--- config.mk ---
export PLATFORM = sky130hd
export DESIGN_NAME = icache_assoc
export DESIGN_NICKNAME = d
export VERILOG_FILES = /design/src/rtl/cpu_types_pkg.sv /design/src/rtl/icache_way.sv /design/src/rtl/icache_assoc.sv
export SDC_FILE = /design/constraint.sdc
export NUM_CORES = 2
export LEC_CHECK = 0
export CORE_MARGIN = 2
export CORE_UTILIZATION = 60
export DETAILED_ROUTE_END_ITERATION = 10
export PLACE_DENSITY = 0.79
export SLEW_MARGIN = 10
export SYNTH_ARGS = -nofsm -noshare
export SYNTH_HDL_FRONTEND = slang
export SYNTH_HIERARCHICAL = 1
export SYNTH_SLANG_ARGS = --single-unit
--- constraint.sdc ---
create_clock -name CLK -period 6.32 [get_ports CLK]
set_clock_uncertainty 0.05 [all_clocks]
set_input_delay 0.948 -clock CLK [delete_from_list [all_inputs] [get_ports CLK]]
set_output_delay 0.948 -clock CLK [all_outputs]
set_load 0.02 [all_outputs]
--- src/rtl/cpu_types_pkg.sv ---
// Shared CPU datapath types used by the instruction cache.
package cpu_types_pkg;

    typedef logic [31:0] word_t;

    typedef enum logic {
        IDLE = 1'b0,
        FILL = 1'b1
    } icache_state_t;

endpackage

--- src/rtl/icache_way.sv ---
// One way of the instruction cache: per-set valid bit, tag and block data,
// a combinational lookup port and a single-word write port used by fills.
module icache_way
    import cpu_types_pkg::*;
#(
    parameter int NSETS    = 16,
    parameter int BLKWORDS = 2,
    parameter int IDXW     = 4,
    parameter int CNTW     = 1,
    parameter int TAGW     = 25
) (
    input  logic            clk,
    input  logic            rst_n,
    input  logic [IDXW-1:0] rd_index,
    input  logic [TAGW-1:0] rd_tag,
    input  logic [CNTW-1:0] rd_offset,
    output logic            hit,
    output logic            valid,
    output logic [31:0]     rd_data,
    input  logic            wr_en,
    input  logic [IDXW-1:0] wr_index,
    input  logic [CNTW-1:0] wr_offset,
    input  logic [31:0]     wr_data,
    input  logic [TAGW-1:0] wr_tag,
    input  logic            set_valid,
    input  logic            clr_valid,
    input  logic            flush
);

    logic [NSETS-1:0] valid_bits;
    logic [TAGW-1:0]  tags [NSETS];
    word_t            data [NSETS][BLKWORDS];

    assign valid   = valid_bits[rd_index];
    assign hit     = valid & (tags[rd_index] == rd_tag);
    assign rd_data = data[rd_index][rd_offset];

    // Valid bits: flush clears everything, a completed fill validates the line,
    // and a line is invalidated as soon as it is chosen as a fill victim.
    always_ff @(posedge clk or negedge rst_n) begin
        if (!rst_n) begin
            valid_bits <= '0;
        end else if (flush) begin
            valid_bits <= '0;
        end else if (set_valid) begin
            valid_bits[wr_index] <= 1'b1;
        end else if (clr_valid) begin
            valid_bits[wr_index] <= 1'b0;
        end
    end

    // Tag and data storage carry no reset; the valid bit guards their contents.
    always_ff @(posedge clk) begin
        if (set_valid) begin
            tags[wr_index] <= wr_tag;
        end
        if (wr_en) begin
            data[wr_index][wr_offset] <= wr_data;
        end
    end

endmodule

--- src/rtl/icache_assoc.sv ---
// Instruction cache between the fetch port and the memory arbiter.
// 1- or 2-way set associative with per-set LRU, multi-word block fills,
// and a whole-array flush. Hits are answered combinationally.
module icache_assoc
    import cpu_types_pkg::*;
#(
    parameter int NSETS    = 16,
    parameter int BLKWORDS = 2,
    parameter int ASSOC    = 2
) (
    input  logic        CLK,
    input  logic        nRST,
    input  logic        imemREN,
    input  logic [31:0] imemaddr,
    input  logic        dmemREN,
    input  logic        dmemWEN,
    input  logic        iflush,
    output logic        ihit,
    output logic [31:0] imemload,
    output logic        iREN,
    output logic [31:0] iaddr,
    input  logic        iwait,
    input  logic [31:0] iload
);

    localparam int OFFB = $clog2(BLKWORDS);
    localparam int IDXW = $clog2(NSETS);
    localparam int TAGW = 30 - OFFB - IDXW;
    localparam int CNTW = (OFFB > 0) ? OFFB : 1;
    localparam logic [CNTW-1:0] LAST_CNT = CNTW'(BLKWORDS - 1);
    localparam word_t BLK_MASK = ~word_t'(BLKWORDS * 4 - 1);

    icache_state_t    state;
    logic [CNTW-1:0]  cnt;
    word_t            fill_addr;
    logic             victim;
    logic [NSETS-1:0] lru;

    logic [IDXW-1:0]  req_index;
    logic [TAGW-1:0]  req_tag;
    logic [CNTW-1:0]  req_offset;
    logic [IDXW-1:0]  fill_index;
    logic [TAGW-1:0]  fill_tag;
    logic [IDXW-1:0]  wr_index;

    logic             way_hit   [2];
    logic             way_valid [2];
    word_t            way_data  [2];

    logic             service;
    logic             any_hit;
    logic             miss_start;
    logic             fill_word;
    logic             fill_last;
    logic             victim_sel;

    assign req_index  = IDXW'(imemaddr >> (2 + OFFB));
    assign req_tag    = TAGW'(imemaddr >> (2 + OFFB + IDXW));
    assign req_offset = CNTW'((imemaddr >> 2) & word_t'(BLKWORDS - 1));
    assign fill_index = IDXW'(fill_addr >> (2 + OFFB));
    assign fill_tag   = TAGW'(fill_addr >> (2 + OFFB + IDXW));
    assign wr_index   = (state == FILL) ? fill_index : req_index;

    assign service    = imemREN & ~(dmemREN | dmemWEN) & ~iflush & (state == IDLE);
    assign any_hit    = way_hit[0] | way_hit[1];
    assign ihit       = service & any_hit;
    assign miss_start = service & ~any_hit;
    assign fill_word  = (state == FILL) & ~iwait;
    assign fill_last  = fill_word & (cnt == LAST_CNT);

    assign iREN  = (state == FILL);
    assign iaddr = iREN ? (fill_addr + (word_t'(cnt) << 2)) : '0;

    // Return the word from whichever way matched; zero when not hitting.
    always_comb begin
        imemload = '0;
        if (ihit) begin
            imemload = way_hit[1] ? way_data[1] : way_data[0];
        end
    end

    // Victim choice: an invalid way first (way 0 preferred), otherwise the LRU way.
    always_comb begin
        victim_sel = 1'b0;
        if (ASSOC == 2) begin
            if (!way_valid[0]) begin
                victim_sel = 1'b0;
            end else if (!way_valid[1]) begin
                victim_sel = 1'b1;
            end else begin
                victim_sel = lru[req_index];
            end
        end
    end

    generate
        for (genvar w = 0; w < 2; w++) begin : g_way
            if (w < ASSOC) begin : g_used
                icache_way #(
                    .NSETS    (NSETS),
                    .BLKWORDS (BLKWORDS),
                    .IDXW     (IDXW),
                    .CNTW     (CNTW),
                    .TAGW     (TAGW)
                ) u_way (
                    .clk       (CLK),
                    .rst_n     (nRST),
                    .rd_index  (req_index),
                    .rd_tag    (req_tag),
                    .rd_offset (req_offset),
                    .hit       (way_hit[w]),
                    .valid     (way_valid[w]),
                    .rd_data   (way_data[w]),
                    .wr_en     (fill_word & (victim == 1'(w))),
                    .wr_index  (wr_index),
                    .wr_offset (cnt),
                    .wr_data   (iload),
                    .wr_tag    (fill_tag),
                    .set_valid (fill_last & ~iflush & (victim == 1'(w))),
                    .clr_valid (miss_start & (victim_sel == 1'(w))),
                    .flush     (iflush)
                );
            end else begin : g_unused
                assign way_hit[w]   = 1'b0;
                assign way_valid[w] = 1'b0;
                assign way_data[w]  = '0;
            end
        end
    endgenerate

    // Fill FSM: latch the block base and victim on a miss, stream BLKWORDS
    // words from memory, and abandon the fill if a flush arrives.
    always_ff @(posedge CLK or negedge nRST) begin
        if (!nRST) begin
            state     <= IDLE;
            cnt       <= '0;
            fill_addr <= '0;
            victim    <= 1'b0;
        end else if (iflush) begin
            state <= IDLE;
            cnt   <= '0;
        end else begin
            case (state)
                IDLE: begin
                    if (miss_start) begin
                        state     <= FILL;
                        cnt       <= '0;
                        fill_addr <= imemaddr & BLK_MASK;
                        victim    <= victim_sel;
                    end
                end
                FILL: begin
                    if (!iwait) begin
                        if (cnt == LAST_CNT) begin
                            state <= IDLE;
                            cnt   <= '0;
                        end else begin
                            cnt <= cnt + 1'b1;
                        end
                    end
                end
                default: begin
                    state <= IDLE;
                    cnt   <= '0;
                end
            endcase
        end
    end

    // LRU bits point at the way not most recently touched by a hit or a fill.
    always_ff @(posedge CLK or negedge nRST) begin
        if (!nRST) begin
            lru <= '0;
        end else if (iflush) begin
            lru <= '0;
        end else if (ASSOC == 2) begin
            if (ihit) begin
                lru[req_index] <= ~way_hit[1];
            end else if (fill_last) begin
                lru[fill_index] <= ~victim;
            end
        end
    end

endmodule

## Word level (Yosys, flattened, before mapping)

Memory sizes are Yosys's and may differ from the RTL's.
Cells that the tools add are included.

- Register bits: 80
- Memory bits (writable): 2,848
- Input port bits: 71
- Output and inout bits: 66
- Word-level logic and storage cells: 123
- Memories: 4

Memories:

| memory | words | bits a word | rd ports | clocked after memory_dff | wr ports | RTL line | text |
|---|---|---|---|---|---|---|---|
| g_way[0].g_used.u_way.data | 16 | 64 | 1 | 0 | 1 | icache_way.sv:32 | `word_t data [NSETS][BLKWORDS];` |
| g_way[1].g_used.u_way.data | 16 | 64 | 1 | 0 | 1 | icache_way.sv:32 |  |
| g_way[0].g_used.u_way.tags | 16 | 25 | 1 | 0 | 1 | icache_way.sv:31 | `logic [TAGW-1:0] tags [NSETS];` |
| g_way[1].g_used.u_way.tags | 16 | 25 | 1 | 0 | 1 | icache_way.sv:31 |  |

- Add/sub/neg operators: 2
- Order comparisons: 9
- Eq/ne operators: 4
- Muxes and demuxes: 55
- Bitwise gates (word level): 33
- Reductions and logical operators: 9

Operators with widths:

| kind | count |
|---|---|
| $mux 32 | 10 |
| $mux 16 | 9 |
| $mux 64 | 2 |
| $eq 25x25->1 | 2 |
| $add 32x3->32 | 1 |
| $and 16x16->16 | 2 |
| $bwmux 16 | 2 |
| $demux 32 s1 | 1 |
| $or 16x16->16 | 2 |
| $mux 1 | 22 |
| $and 1x1->1 | 16 |
| $not 16->16 | 1 |
| $lt 4x5->1 const B | 3 |
| $bmux 1 s4 | 3 |
| $demux 1 s4 | 3 |
| $ge 4x1->1 const B | 3 |
| $reduce_bool 3->1 | 3 |
| $not 1->1 | 8 |
| $ne 3x3->1 const B | 2 |
| $ge 2x2->1 const B | 2 |
| $logic_and 1x1->1 | 4 |
| $mux 4 | 1 |
| $not 1->2 | 2 |
| $pmux 1 s2 | 2 |
| 5 further kinds | 6 |

## Longest topological paths before layout

- Depth after elaboration: 10
- Gate-level depth with buffers: 20
- Gate-level depth less buffers: 12

## Cells and area by module

Netlist, hierarchy kept.

By module, submodules not included:

| module | times used | cells each | area an instance (µm²) | seq. area each (µm²) |
|---|---|---|---|---|
| icache_way at g_way[0].g_used.u_way | 1 | 2,325 | 55,655.9 | 43,161.4 |
| icache_way at g_way[1].g_used.u_way | 1 | 2,335 | 55,562.0 | 43,161.4 |
| icache_assoc | 1 | 340 | 3,309.4 | 1,201.2 |

## Worst setup path before layout

OpenSTA, ideal clock, no wires.

- Kind: input-to-output
- Start: in imemaddr[5]
- End: out imemload[10]
- Arrival: 4.574 ns
- Required time: 5.322 ns
- Setup slack: 0.748 ns
- Stages: 17
- Path buffers: 7
- Path through: buf_2 buf_4 clkbuf_1 mux4_2 mux2i_1 xor2_1 nand4_1 a211oi_1 o2111ai_1 a2111oi_2 clkbuf_1 nor2_1 or3_1 buf_2 buf_2 buf_1 nor2_1

RTL lines:

| element | RTL line | text |
|---|---|---|
| start: declaration | icache_assoc.sv:14 | `input logic [31:0] imemaddr,` |
| end: declaration | icache_assoc.sv:19 | `output logic [31:0] imemload,` |

==> run summary <==
Die height: 441 um
Proportion of register bits with asynchronous set or reset after synthesis: 0.0273
Effective utilization at floorplan: 0.603
Final total power: 40.8 mW
Sort of element at the start of the critical path: flip-flop
RSZ-0062 raised after global routing: no
Most frequently used flop master after synthesis: sky130_fd_sc_hd__edfxtp_1
Core ar.: 190,000 um2
Global-route total usage across every layer: 0.319
Synthesis-to-finish area growth: 13.3%
Count of fill cells added during filler insertion: 10,692
Wire length of the first global-routing pass: 433,000 um
Crit path top cell by count: sky130_fd_sc_hd__buf_4
Quantity of I/O buffers inserted on ports: 132
Number of warnings issued by yosys: 6
Clock-pin slew reported for the worst setup and hold paths after clock tree synthesis: 0.06 ns
TritonCTS Buffers: 298
Post-CTS repair timing setup buffer count: 0
CP Max Fanout: 23
Pin count of the biggest net entering global routing: 149
Crit path cell chain: mux4_2 -> mux4_2 -> xor2_1 -> nor4_1 -> buf_4 -> o2111ai_1 -> a2111oi_4 -> buf_4 -> buf_4 -> buf_12 -> buf_4 -> mux2i_1 -> nor2_1 -> buf_12
Vias: 57,818
Worst Tran Pin Value: 1.30 ns
Synth unique cells: 73
Final setup violation count: 0
Peak VDD IR: 0.000362 V
Post-route ant nets: 0
Leading area contributor after synthesis: sky130_fd_sc_hd__edfxtp_1
Static Leakage: 41.4 nW
Final weighted congestion in routability-driven placement: 0.858
Detailed-route wire length per cell: 37.5 um
Final WL: 306,000 um
CP Data Arrival Time: 5.20 ns
Final instance area: 130,000 um2
EDFF count, synth: 2,848
Final hold viol count: 0
Root Buffer Master: sky130_fd_sc_hd__clkbuf_16
Number of H-tree branching levels: 5
Biggest cell delay along the critical path: 0.49 ns
Number of instances in the synthesized netlist: 5,000
Number of search-and-repair iterations in the first detailed-routing pass: 6
Remaining global-route overflow: 0
Mean Syn Cell Area: 22.9 um2
Post-layout util: 0.683
Final period utilization: 0.981
Result of the run: finished clean
Portion of synthesized cell area occupied by the leading cell type: 0.747
Cell at the slowest stage of the critical path: sky130_fd_sc_hd__mux4_2
Area of the mapped netlist: 115,000 um2
Max-cap check violation count: 0
FF+latch area: 87,500 um2
Largest buffer count on any clock path: 4
Sum of net half-perimeters after detailed placement: 153,000 um
Total power density per cell area: 315 nW/um2
TritonCTS sink count: 2,928
Remaining routing DRC violations: 0
Via density per instance: 7.09
Critical path type: reg -> out
Placement-stage cell area: 121,000 um2
Clock tree from TritonCTS: built
Via count of the first global-routing pass: 59,013
Achievable frequency: 161 MHz
Final Max Slew Viols: 0
Critical path required time: 5.32 ns
Initial antenna violation count: 14
Crit path time final: 6.20 ns
Slack of the critical path: 0.121 ns
Nets: 5,505
Hold Crit Depth: 1
Initial DRC count: 9,368
Insertion delay to the later sink of the worst-skew pair: 0.94 ns
Cell Rows: 160
Worst-case setup slack after placement: -0.0109 ns
Layout cell share with drive strength beyond 1: 0.313
Number of ports placed on the die boundary: 137
Worst rel slew slack: 0.135
Reg2reg path depth: 14
Largest cells by area after synthesis: sky130_fd_sc_hd__edfxtp_1 75%, sky130_fd_sc_hd__mux4_2 16%, sky130_fd_sc_hd__dfrtp_1 1.7%, sky130_fd_sc_hd__mux2_2 1.1%, sky130_fd_sc_hd__mux2i_1 1.1%
Proportion of synthesized chip area in sequential cells: 0.764
Worst setup EP type: primary output
Flops & latches, synth: 2,928
HP Class: in -> reg
Die area: 194,000 um2
Setup_tns: 0 ns
DIE WIDTH: 441 um
Multi-input combinational cell area: 26,100 um2
-- path summary, 6_finish.rpt --
kind / start / end / slack [ns]
setup reg to reg: g_way[1].g_used.u_way/tags[15][15]$_DFFE_PP_ / lru[6]$_DFFE_PN0P_ / 1.68
hold / removal: iload[16] / g_way[1].g_used.u_way/data[8][16]$_DFFE_PP_ / 0.39
hold reg to reg: lru[2]$_DFFE_PN0P_ / lru[2]$_DFFE_PN0P_ / 0.45
max in group asynchronous: nRST / fill_addr[3]$_DFFE_PN0P_ / 4.58
setup / recovery: g_way[1].g_used.u_way/tags[15][15]$_DFFE_PP_ / imemload[17] / 0.12
min in group asynchronous: nRST / fill_addr[19]$_DFFE_PN0P_ / 0.50
-- layout by cell type, fill, tap and decap left out, types with 12 or more instances in the layout --
master / netlist / final
sky130_fd_sc_hd__a21oi_1: 74 / 74
sky130_fd_sc_hd__a221oi_1: 15 / 15
sky130_fd_sc_hd__and2_1: 48 / 48
sky130_fd_sc_hd__and3_1: 25 / 25
sky130_fd_sc_hd__buf_12: 2 / 47
sky130_fd_sc_hd__buf_2: 98 / 33
sky130_fd_sc_hd__buf_4: 16 / 252
sky130_fd_sc_hd__bufinv_16: 0 / 15
sky130_fd_sc_hd__clkbuf_1: 107 / 60
sky130_fd_sc_hd__clkbuf_16: 0 / 305
sky130_fd_sc_hd__clkdlybuf4s50_1: 0 / 61
sky130_fd_sc_hd__clkinv_1: 0 / 54
sky130_fd_sc_hd__clkinv_2: 0 / 49
sky130_fd_sc_hd__dfrtp_1: 80 / 80
sky130_fd_sc_hd__dlymetal6s2s_1: 0 / 15
sky130_fd_sc_hd__edfxtp_1: 2848 / 2848
sky130_fd_sc_hd__inv_1: 19 / 19
sky130_fd_sc_hd__mux2_2: 113 / 113
sky130_fd_sc_hd__mux2i_1: 126 / 124
sky130_fd_sc_hd__mux4_2: 838 / 838
sky130_fd_sc_hd__nand2_1: 68 / 68
sky130_fd_sc_hd__nand2b_1: 14 / 12
sky130_fd_sc_hd__nand3_1: 37 / 37
sky130_fd_sc_hd__nor2_1: 159 / 95
sky130_fd_sc_hd__nor2_4: 0 / 64
sky130_fd_sc_hd__nor2b_1: 24 / 24
sky130_fd_sc_hd__o21ai_0: 14 / 13
sky130_fd_sc_hd__xnor2_1: 31 / 31
sky130_fd_sc_hd__xor2_1: 34 / 34
-- critical path, delay by kind of cell (launching register included) --
kind | cells | cell delay [ns]
AO/OA/AOI/OAI | 2 | 0.40
XOR/XNOR | 1 | 0.19
buffers and inverters | 6 | 1.26
flip-flops | 1 | 0.37
multiplexers | 3 | 1.43
AND/OR/NAND/NOR | 2 | 0.51
-- state kept, by name, indices dropped and copies added, names as in the netlist --
signal	cells
cnt	1
g_way.g_used.u_way/data	2048
iREN	1
lru	16
victim	1
g_way.g_used.u_way/tags	800
g_way.g_used.u_way/valid_bits	32
fill_addr	29
-- synthesized netlist by cell type, types with 16 or more instances --
library cell / count
sky130_fd_sc_hd__mux2_2: 113
sky130_fd_sc_hd__clkbuf_1: 107
sky130_fd_sc_hd__a21oi_1: 74
sky130_fd_sc_hd__xor2_1: 34
sky130_fd_sc_hd__xnor2_1: 31
sky130_fd_sc_hd__and3_1: 25
sky130_fd_sc_hd__and2_1: 48
sky130_fd_sc_hd__inv_1: 19
sky130_fd_sc_hd__buf_1: 45
sky130_fd_sc_hd__buf_4: 16
sky130_fd_sc_hd__buf_2: 98
sky130_fd_sc_hd__nor2_1: 159
sky130_fd_sc_hd__dfrtp_1: 80
sky130_fd_sc_hd__mux4_2: 838
sky130_fd_sc_hd__edfxtp_1: 2848
sky130_fd_sc_hd__nand2_1: 68
sky130_fd_sc_hd__nor2b_1: 24
sky130_fd_sc_hd__nand3_1: 37
sky130_fd_sc_hd__mux2i_1: 126
-- cell families (layout without fill, tap and decap cells) --
kind of cell    count (synthesis)  in the layout  synth area share
buf+inv                       305            938            0.0128
other cells                     1             10         0.0000327
xor+xnor                       65             65           0.00497
flops                        2928           2928             0.764
simple gates                  433            433            0.0189
compound gates                183            183            0.0107
mux                          1085           1085             0.188
-- cell type report --
class / count / share of cell area
sequential: 2928 / 0.675
multi-input combinational: 1768 / 0.201
clock buffer: 367 / 0.0606
timing repair buffer: 417 / 0.0306
tap: 2511 / 0.0242
clock inverter: 133 / 0.00802
inverter: 21 / 0.000646
antenna: 8 / 0.000154
-- power breakdown --
part           total, mW  switching, mW  internal [mW]
registers           21.9          0.231           21.7
logic               2.30           1.41          0.890
clock network       16.6           7.20           9.41
-- per-stage QoR --
step,std cells,hold slack (ns)
finish,8153,0.388
global route,8149,0.369
CTS,8141,0.448
detailed placement,7640,0.434
global placement,7640,0.422
floorplan,5001,0.403
-- layer usage --
| layer | global-route usage | vias to the layer above | wire, um |
|---|---|---|---|
| li1 | - | 22031 | - |
| met1 | 0.416 | 30253 | 101000 |
| met2 | 0.523 | 4616 | 154000 |
| met3 | 0.0648 | 910 | 35800 |
| met4 | 0.145 | 8 | 15400 |
| met5 | 0 | - | 47 |
-- what timing repair did --
action                                 4_1_cts  5_1_grt
cloned                                       0        2
endpoints found under the hold margin       31        0
resized for setup                            1       25
hold buffers                                 1        0
setup endpoints to repair                   16       25
(Power assumes the default switching activity.)
